$ cat config.mk
export PLATFORM = sky130hd
export DESIGN_NAME = lbp_window_ctrl_flat
export DESIGN_NICKNAME = d
export VERILOG_FILES = /design/src/rtl/lbp_window_ctrl_if.sv /design/src/rtl/lbp_window_ctrl.sv /design/src/flat_wrapper.sv
export SDC_FILE = /design/constraint.sdc
export NUM_CORES = 1
export LEC_CHECK = 0
export ABC_CLOCK_PERIOD_IN_PS = 7200
export BUFFER_PORTS_ARGS = -buffer_cell sky130_fd_sc_hd__buf_4
export CORE_MARGIN = 2
export CORE_UTILIZATION = 40
export CTS_CLUSTER_SIZE = 25
export DETAILED_ROUTE_END_ITERATION = 6
export SLEW_MARGIN = 5
export SYNTH_ARGS = -nofsm -noshare
export SYNTH_HDL_FRONTEND = slang
export SYNTH_SLANG_ARGS = --single-unit
$ cat constraint.sdc
create_clock -name clk -period 7.2 [get_ports clk]
set_clock_uncertainty 0.15 [all_clocks]
set_input_delay 0.72 -clock clk [delete_from_list [all_inputs] [get_ports clk]]
set_output_delay 0.72 -clock clk [all_outputs]
set_load 0.02 [all_outputs]
$ cat src/rtl/lbp_window_ctrl_if.sv
// Pixel-in / window-out handshake bundle for the LBP window sequencer.
// master = stream source and window sink side; slave = the sequencer itself.
interface lbp_window_ctrl_if #(
   parameter int PIX_W = 8
);
   logic [PIX_W-1:0]   pix_in;
   logic               pix_valid;
   logic               pix_ready;
   logic [9*PIX_W-1:0] win_out;
   logic               win_valid;
   logic               win_ready;

   modport master (
      output pix_in, pix_valid, win_ready,
      input  pix_ready, win_out, win_valid
   );

   modport slave (
      input  pix_in, pix_valid, win_ready,
      output pix_ready, win_out, win_valid
   );
endinterface

$ cat src/rtl/lbp_window_ctrl.sv
// Raster-stream 3x3 window sequencer feeding the LBP core: two line buffers, shift window, one output stage.
// Optional macro LBP_WIN_CNT_EN adds win_cnt, a per-frame count of handed-off windows.
module lbp_window_ctrl #(
   parameter int PIX_W = 8,
   parameter int IMG_W = 64,
   parameter int IMG_H = 48
) (
   input  logic               clk,
   input  logic               rst_n,
   input  logic               frame_clr,
   lbp_window_ctrl_if.slave   bus,
`ifdef LBP_WIN_CNT_EN
   output logic [31:0]        win_cnt,
`endif
   output logic               frame_done,
   output logic               busy
);

   localparam int CW = $clog2(IMG_W);
   localparam int RW = $clog2(IMG_H);
   localparam logic [CW-1:0] LAST_COL = CW'(IMG_W - 1);
   localparam logic [RW-1:0] LAST_ROW = RW'(IMG_H - 1);

   typedef enum logic [1:0] {IDLE, FILL, RUN} stateT;

   stateT              state;
   logic [CW-1:0]      col;
   logic [RW-1:0]      row;
   logic               accept;
   logic               lastPixel;
   logic               emit;
   logic               winValid;
   logic [9*PIX_W-1:0] winOut;
   logic [9*PIX_W-1:0] winPacked;
   logic [PIX_W-1:0]   lb0 [IMG_W];
   logic [PIX_W-1:0]   lb1 [IMG_W];
   logic [PIX_W-1:0]   win [9];
   logic [PIX_W-1:0]   winNext [9];

   // A single output register: new pixels may enter only if that register is free or draining now.
   assign bus.pix_ready = (~winValid | bus.win_ready) & ~frame_clr;
   assign accept        = bus.pix_valid & bus.pix_ready;
   assign lastPixel     = (row == LAST_ROW) && (col == LAST_COL);
   assign emit          = (row >= RW'(2)) && (col >= CW'(2));
   assign bus.win_out   = winOut;
   assign bus.win_valid = winValid;
   assign busy          = (state != IDLE);

   // Window after the shift: slots 0..2 top row, 3..5 middle, 6..8 bottom; new column enters on the right.
   always_comb begin
      winNext[0] = win[1];
      winNext[1] = win[2];
      winNext[2] = lb1[col];
      winNext[3] = win[4];
      winNext[4] = win[5];
      winNext[5] = lb0[col];
      winNext[6] = win[7];
      winNext[7] = win[8];
      winNext[8] = bus.pix_in;
      winPacked  = '0;
      for (int i = 0; i < 9; i++) begin
         winPacked[i*PIX_W +: PIX_W] = winNext[i];
      end
   end

   // Line buffers carry no reset: every entry is rewritten before any window can use it.
   always_ff @(posedge clk) begin
      if (accept) begin
         lb1[col] <= lb0[col];
         lb0[col] <= bus.pix_in;
      end
   end

   // Frame position, FSM, shift window and the output stage; frame_clr overrides any accept.
   always_ff @(posedge clk or negedge rst_n) begin
      if (!rst_n) begin
         state      <= IDLE;
         col        <= '0;
         row        <= '0;
         winValid   <= 1'b0;
         winOut     <= '0;
         frame_done <= 1'b0;
         for (int i = 0; i < 9; i++) begin
            win[i] <= '0;
         end
      end else begin
         frame_done <= 1'b0;
         if (frame_clr) begin
            state    <= IDLE;
            col      <= '0;
            row      <= '0;
            winValid <= 1'b0;
         end else begin
            if (winValid && bus.win_ready) begin
               winValid <= 1'b0;
            end
            if (accept) begin
               for (int i = 0; i < 9; i++) begin
                  win[i] <= winNext[i];
               end
               if (emit) begin
                  winValid <= 1'b1;
                  winOut   <= winPacked;
               end
               if (col == LAST_COL) begin
                  col <= '0;
                  row <= (row == LAST_ROW) ? '0 : row + 1'b1;
               end else begin
                  col <= col + 1'b1;
               end
               case (state)
                  IDLE: state <= FILL;
                  FILL: if (row == RW'(2) && col == '0) state <= RUN;
                  RUN:  if (lastPixel) state <= IDLE;
                  default: state <= IDLE;
               endcase
               if (lastPixel) begin
                  frame_done <= 1'b1;
               end
            end
         end
      end
   end

`ifdef LBP_WIN_CNT_EN
   logic clearPending;

   // Clearing one cycle after frame_done lets the frame's final handoff show in the count first.
   always_ff @(posedge clk or negedge rst_n) begin
      if (!rst_n) begin
         win_cnt      <= '0;
         clearPending <= 1'b0;
      end else begin
         clearPending <= frame_done & ~frame_clr;
         if (frame_clr) begin
            win_cnt <= '0;
         end else if (clearPending) begin
            win_cnt <= (winValid && bus.win_ready) ? 32'd1 : 32'd0;
         end else if (winValid && bus.win_ready && win_cnt != '1) begin
            win_cnt <= win_cnt + 1'b1;
         end
      end
   end
`endif

endmodule
$ cat src/flat_wrapper.sv
// flat-port wrapper written by rule: the top's interface ports become plain ports
module lbp_window_ctrl_flat 
#(
   parameter int PIX_W = 8,
   parameter int IMG_W = 64,
   parameter int IMG_H = 48
)
  (clk, rst_n, frame_clr, frame_done, busy, bus_pix_in, bus_pix_valid, bus_win_ready, bus_pix_ready, bus_win_out, bus_win_valid);
  lbp_window_ctrl_if #(.PIX_W(PIX_W)) bus_i ();
  input  logic clk;
  input  logic rst_n;
  input  logic frame_clr;
  output logic frame_done;
  output logic busy;
  input wire logic [$bits(bus_i.pix_in)-1:0] bus_pix_in;
  input wire logic [$bits(bus_i.pix_valid)-1:0] bus_pix_valid;
  input wire logic [$bits(bus_i.win_ready)-1:0] bus_win_ready;
  output wire logic [$bits(bus_i.pix_ready)-1:0] bus_pix_ready;
  output wire logic [$bits(bus_i.win_out)-1:0] bus_win_out;
  output wire logic [$bits(bus_i.win_valid)-1:0] bus_win_valid;
  assign bus_i.pix_in = bus_pix_in;
  assign bus_i.pix_valid = bus_pix_valid;
  assign bus_i.win_ready = bus_win_ready;
  assign bus_pix_ready = bus_i.pix_ready;
  assign bus_win_out = bus_i.win_out;
  assign bus_win_valid = bus_i.win_valid;
  lbp_window_ctrl #(.PIX_W(PIX_W), .IMG_W(IMG_W), .IMG_H(IMG_H)) u_core (.clk(clk), .rst_n(rst_n), .frame_clr(frame_clr), .bus(bus_i), .frame_done(frame_done), .busy(busy));
endmodule
Yosys cells after proc, flatten, opt, wreduce, memory -nomap -nowiden
Memory sizes are Yosys's and may differ from the RTL's. Index checks and enable logic that the tools add are counted.

Input port bits: 13. Bits in latches: 0. Register bits: 136. RAM bits: 1024. Bits in read-only memories: 0. Memories kept: 2. Word-level logic and storage cells: 64.

Memory list: u_core.lb0 (words 64, bits a word 8, read ports 1, clocked after Yosys merged registers in 0, wr ports 1, RTL line lbp_window_ctrl.sv:35) `logic [PIX_W-1:0] lb0 [IMG_W];`; u_core.lb1 (words 64, bits a word 8, read ports 1, clocked after Yosys merged registers in 0, wr ports 1, RTL line lbp_window_ctrl.sv:36) `logic [PIX_W-1:0] lb1 [IMG_W];`.

Eq/ne operators: 7. Magnitude comparators: 2. Add/subtract/negate cells: 2. Mux-type cells: 21. Div/mod/pow operators: 0. Shifts and indexed selects: 0. Multipliers: 0. Bitwise operators: 5. Reductions and logical operators: 13.

Operator list (count): 2-to-1 mux 6 bit (7); adder 6 x 1 -> 6 bit (second input constant) (2); == test 6 bit (second input constant) (2); greater-or-equal comparator 6 x 2 -> 1 bit (second input constant) (2); 2-to-1 mux 1 bit (9); 2-to-1 mux 2 bit (4); == test 6 x 2 -> 1 bit (second input constant) (1); zero test 6 bit (1); inequality test 3 x 2 -> 1 bit (second input constant) (2); case mux 2 bit (3 select lines) (1); AND reduction 3 bit (2); nonzero test 2 bit (3); logical AND 1 bit (4); AND reduction 2 bit (2); bitwise AND 1 bit (2); == test 2 x 1 -> 1 bit (second input constant) (1); == test 2 bit (second input constant) (1); zero test 2 bit (1); inverter 1 bit (2); OR 1 bit (1).

Logic depth before layout (Yosys ltp)
Depth after elaboration: 6. Depth in mapped cells: 12. Depth with buffers taken out: 7.

Worst setup path before layout
Ideal clock, no wire load.

Path kind: register -> register. Start point: register u_core.col[1]. End point: register u_core.winOut[41], in the netlist u_core.bus.win_out[41]. Path buffers: 3. Slack: 3.343 ns. Arrival: 3.572 ns. Stages on the path, launching flop included: 11. Cells stage by stage: dfrtp_1 > buf_6 > nor2b_1 > clkbuf_1 > buf_2 > a22oi_1 > o22ai_1 > or4_1 > nor4_1 > nand4_1 > mux2_4.

RTL lines: start: declaration (RTL line lbp_window_ctrl.sv:27) `logic [CW-1:0] col;`; start signal: assignment (RTL line lbp_window_ctrl.sv:109) `col <= col + 1'b1;`; end signal: assignment (RTL line lbp_window_ctrl.sv:103) `winOut <= winPacked;`; end: declaration (RTL line lbp_window_ctrl.sv:33) `logic [9*PIX_W-1:0] winOut;`.

==> run summary <==
Met3 Track Usage GR: 0.05700
Mux cell area share after synthesis: 0.04126
Slowest stage delay, CP: 1.06 ns
GR Util met1: 0.3415
Fin worst setup slack: 1.802 ns
Port Buffer Count: 88
Initial Utilization: 0.4033
Place WS: 2.136 ns
Post-DP HPWL: 85.84 mm
Clk_lat worst skew: 0.71 ns
CTS tree: yes
Die area: 114400 µm²
Number of global-route vias before repair: 27.26k
Gr usage total: 0.2481
Final hold violation count: 0
Syn Inst Count: 2839
Setup-failing EPs final: 0
1st-iter DRT viols: 4449
Synth Area in Compound Gates: 0.1114
Final min period: 5.398 ns
Post-synth cell types: 67
Syn Nets: 2857
Layout overhead on the synthesized area: 14.24%
Root buf cell: clkbuf_16
Max VDD drop: 0.1841 mV
Reg-to-Reg Start: u_core.col[4]
CTS sink count: 1160
Grt met2 use: 0.3786
Register area share after synthesis: 0.7641
Crit end category: register
Fin crit share: 0.7498
Final #Nets: 2997
Via-to-Cell Ratio: 6.210
CP max FO: 40
Reg clk slew, reported paths: 0.06 ns
CP startpoint: u_core.col[4]
Max Cap Viol: 0
Cell area after synthesis: 44700 µm²
Fin Setup TNS: 0 ns
Worst relative slew slack: 0.09984
Slew @ Worst Pin: 1.345 ns
DR pass1 iterations: 7
Element type at the critical path start: register
CTS buffer count: 117
Share of layout cells above drive strength 1: 0.1643
DR DRC count: 0
Hold crit path type: input pin to register
Gr busiest metal: met2
First-pass GRT wire length: 204.9 mm
DRT Wirelength: 145.6 mm
Core area: 110800 µm²
FF+latch count, synth: 1160
# diodes: 0
Synth Area per Inst: 15.74 µm²
CP top delay family: buffers and inverters
Die Span Y: 338.3 µm
Largest net degree at the start of global routing: 80
Remaining antenna violation count: 0
Via count: 28.37k
H-tree levels: 3
Post-synth EDFFs: 1024
Row Count: 122
Synth Warn #: 0
Number of antenna violations at the first check in global routing: 7
Req. time, crit path: 7.62 ns
Clock buffer depth: 3
Total power: 0.01421 W
Worst path buffer plus inverter count: 3
Num ports: 89
Hold Crit Start: bus_win_ready
Post-synth ARST share: 0.1172
Synth Area in Simple Gates: 0.05923
Critical path cell sequence: inv_1 -> nand3_1 -> buf_4 -> o22ai_1 -> a221oi_1 -> and4_1 -> nand4_1 -> buf_12 -> mux2_2
Global route total overflow: 0
Worst EP arrival: 5.82 ns
Xor/xnor share of the synthesized area: 0.0007838
Crit Path Category: register to register
RSZ-0062 raised after global routing: no
WL per Instance: 31.88 µm
Post-synthesis adder-cell area fraction: 0.001400
Status: complete, no violations
Slowest CP cell: dfrtp_1
Util after Layout: 0.4608
Ys flop type: edfxtp_1
Max Fclk: 185.2 MHz
GPL Wtd Cong: 0.9404
Leakage: 17.02 nW
Largest family of logic cells by synthesized area: compound AO/OA/AOI/OAI gates
Die W: 338.3 µm
Post-CTS setup buffers: 0
PwrDens: 278.2 nW/µm²
Pins Over Slew Limit: 0
==> repair_timing <==
action / in CTS / in global routing
gates resized for setup: 0 / 0
hold buffers: 1 / 0
endpoints found under the setup margin: 0 / 0
endpoints found under the hold margin: 57 / 0
==> through the flow <==
stage | instance area, µm² | hold slack [ns] | std cells
final | 51060 | 0.1797 | 4568
after global routing | 51060 | 0.1550 | 4568
after CTS | 51060 | 0.1397 | 4568
after detailed placement | 47410 | 0.2999 | 4347
after global placement | 47410 | 0.3003 | 4347
after floorplan | 44700 | 0.2744 | 2839
==> path summary, 6_finish.rpt <==
check | endpoint | slack, ns | depth (start not counted)
min in group asynchronous | u_core.col[2] | 0.43 | 2
min | u_core.bus.win_valid | 0.18 | 3
max reg2reg | u_core.win[31] | 1.80 | 9
max | u_core.win[31] | 1.80 | 9
min reg2reg | u_core.bus.win_out[25] | 0.32 | 2
max in group asynchronous | u_core.win[63] | 5.07 | 3
==> cells in the mapped netlist, types with 7 or more instances <==
cell	count	share of area
nor2_1	150	0.013
a21oi_1	62	0.0069
o21ai_0	67	0.0075
buf_6	7	0.0018
and3_1	7	0.00098
a222oi_1	7	0.0016
o221ai_1	14	0.0027
nand2_1	334	0.028
edfxtp_1	1024	0.69
nor2b_1	8	0.0011
a221oi_1	154	0.030
nand4_1	9	0.0013
o32ai_1	12	0.0024
clkbuf_1	63	0.0053
buf_1	39	0.0033
mux2i_1	77	0.017
a221o_1	10	0.0022
a31oi_1	9	0.0013
nor4_1	8	0.0011
a22o_1	14	0.0027
dfrtp_1	136	0.076
o22ai_1	70	0.0098
a22oi_1	188	0.032
nand3_1	18	0.0020
buf_2	83	0.0093
mux2_2	75	0.019
o2bb2ai_1	14	0.0027
inv_1	7	0.00059
or4_1	7	0.0012
a211oi_1	13	0.0022
buf_4	10	0.0017
mux4_2	7	0.0035
nor3_1	49	0.0055
==> flip-flops by register name, indices dropped and copies added (netlist names) <==
signal and cells:
u_core.bus.win_out 72, u_core.bus.win_valid 1, u_core.col 6, u_core.frame_done 1, u_core.lb0 512, u_core.lb1 512, u_core.row 6, u_core.state 2
u_core.win 48
==> layer usage <==
layer  vias to the layer above  wire (µm)
met5                         -         41
met4                         6       6698
met3                       340      17260
met2                      2034      65690
met1                     14420      55950
li1                      11560          -
==> cells in the final DEF (no fill, tap or decap), drive strengths merged, types with 9 or more instances in the layout <==
cell	count
a31oi	9
o21ai	69
nand4	9
nand3	18
o2bb2ai	14
buf	222
dfrtp	136
a221oi	155
mux2i	77
or4	9
a211oi	13
o22ai	70
clkinv	56
a22o	14
a22oi	188
nor2	150
o221ai	14
a21oi	62
o32ai	12
nor3	49
mux2	80
edfxtp	1024
clkbuf	154
a221o	10
nand2	334
==> final cells by class <==
class | instances | area [µm²]
Tap cell | 1488 | 1862
Multi-Input combinational cell | 1470 | 9666
Sequential cell | 1160 | 34160
Clock buffer | 154 | 3118
Clock inverter | 66 | 523.0
Timing Repair Buffer | 223 | 1705
Fill cell | 9569 | 59760
Inverter | 7 | 26.28
==> tightest hold or removal path, delay by kind of cell <==
| kind | cells | cell delay, ns |
|---|---|---|
| compound gates | 1 | 0.07 |
| buf+inv | 1 | 0.07 |
| simple gates | 1 | 0.09 |
==> power by group <==
group	total (W)	internal, W	switching [W]
sequential	0.00756	0.00749	0.0000655
combinational	0.000837	0.000206	0.000631
clock	0.00581	0.00329	0.00252
total	0.0142	0.0110	0.00322
==> cells by family after synthesis <==
group | Yosys count
flip-flops | 1160
buffers and inverters | 209
adder cells (fa/ha/maj) | 5
AND/OR/NAND/NOR | 624
AO/OA/AOI/OAI | 673
XOR/XNOR | 4
multiplexers | 164
No activity file was read; power rests on OpenSTA's default activity.
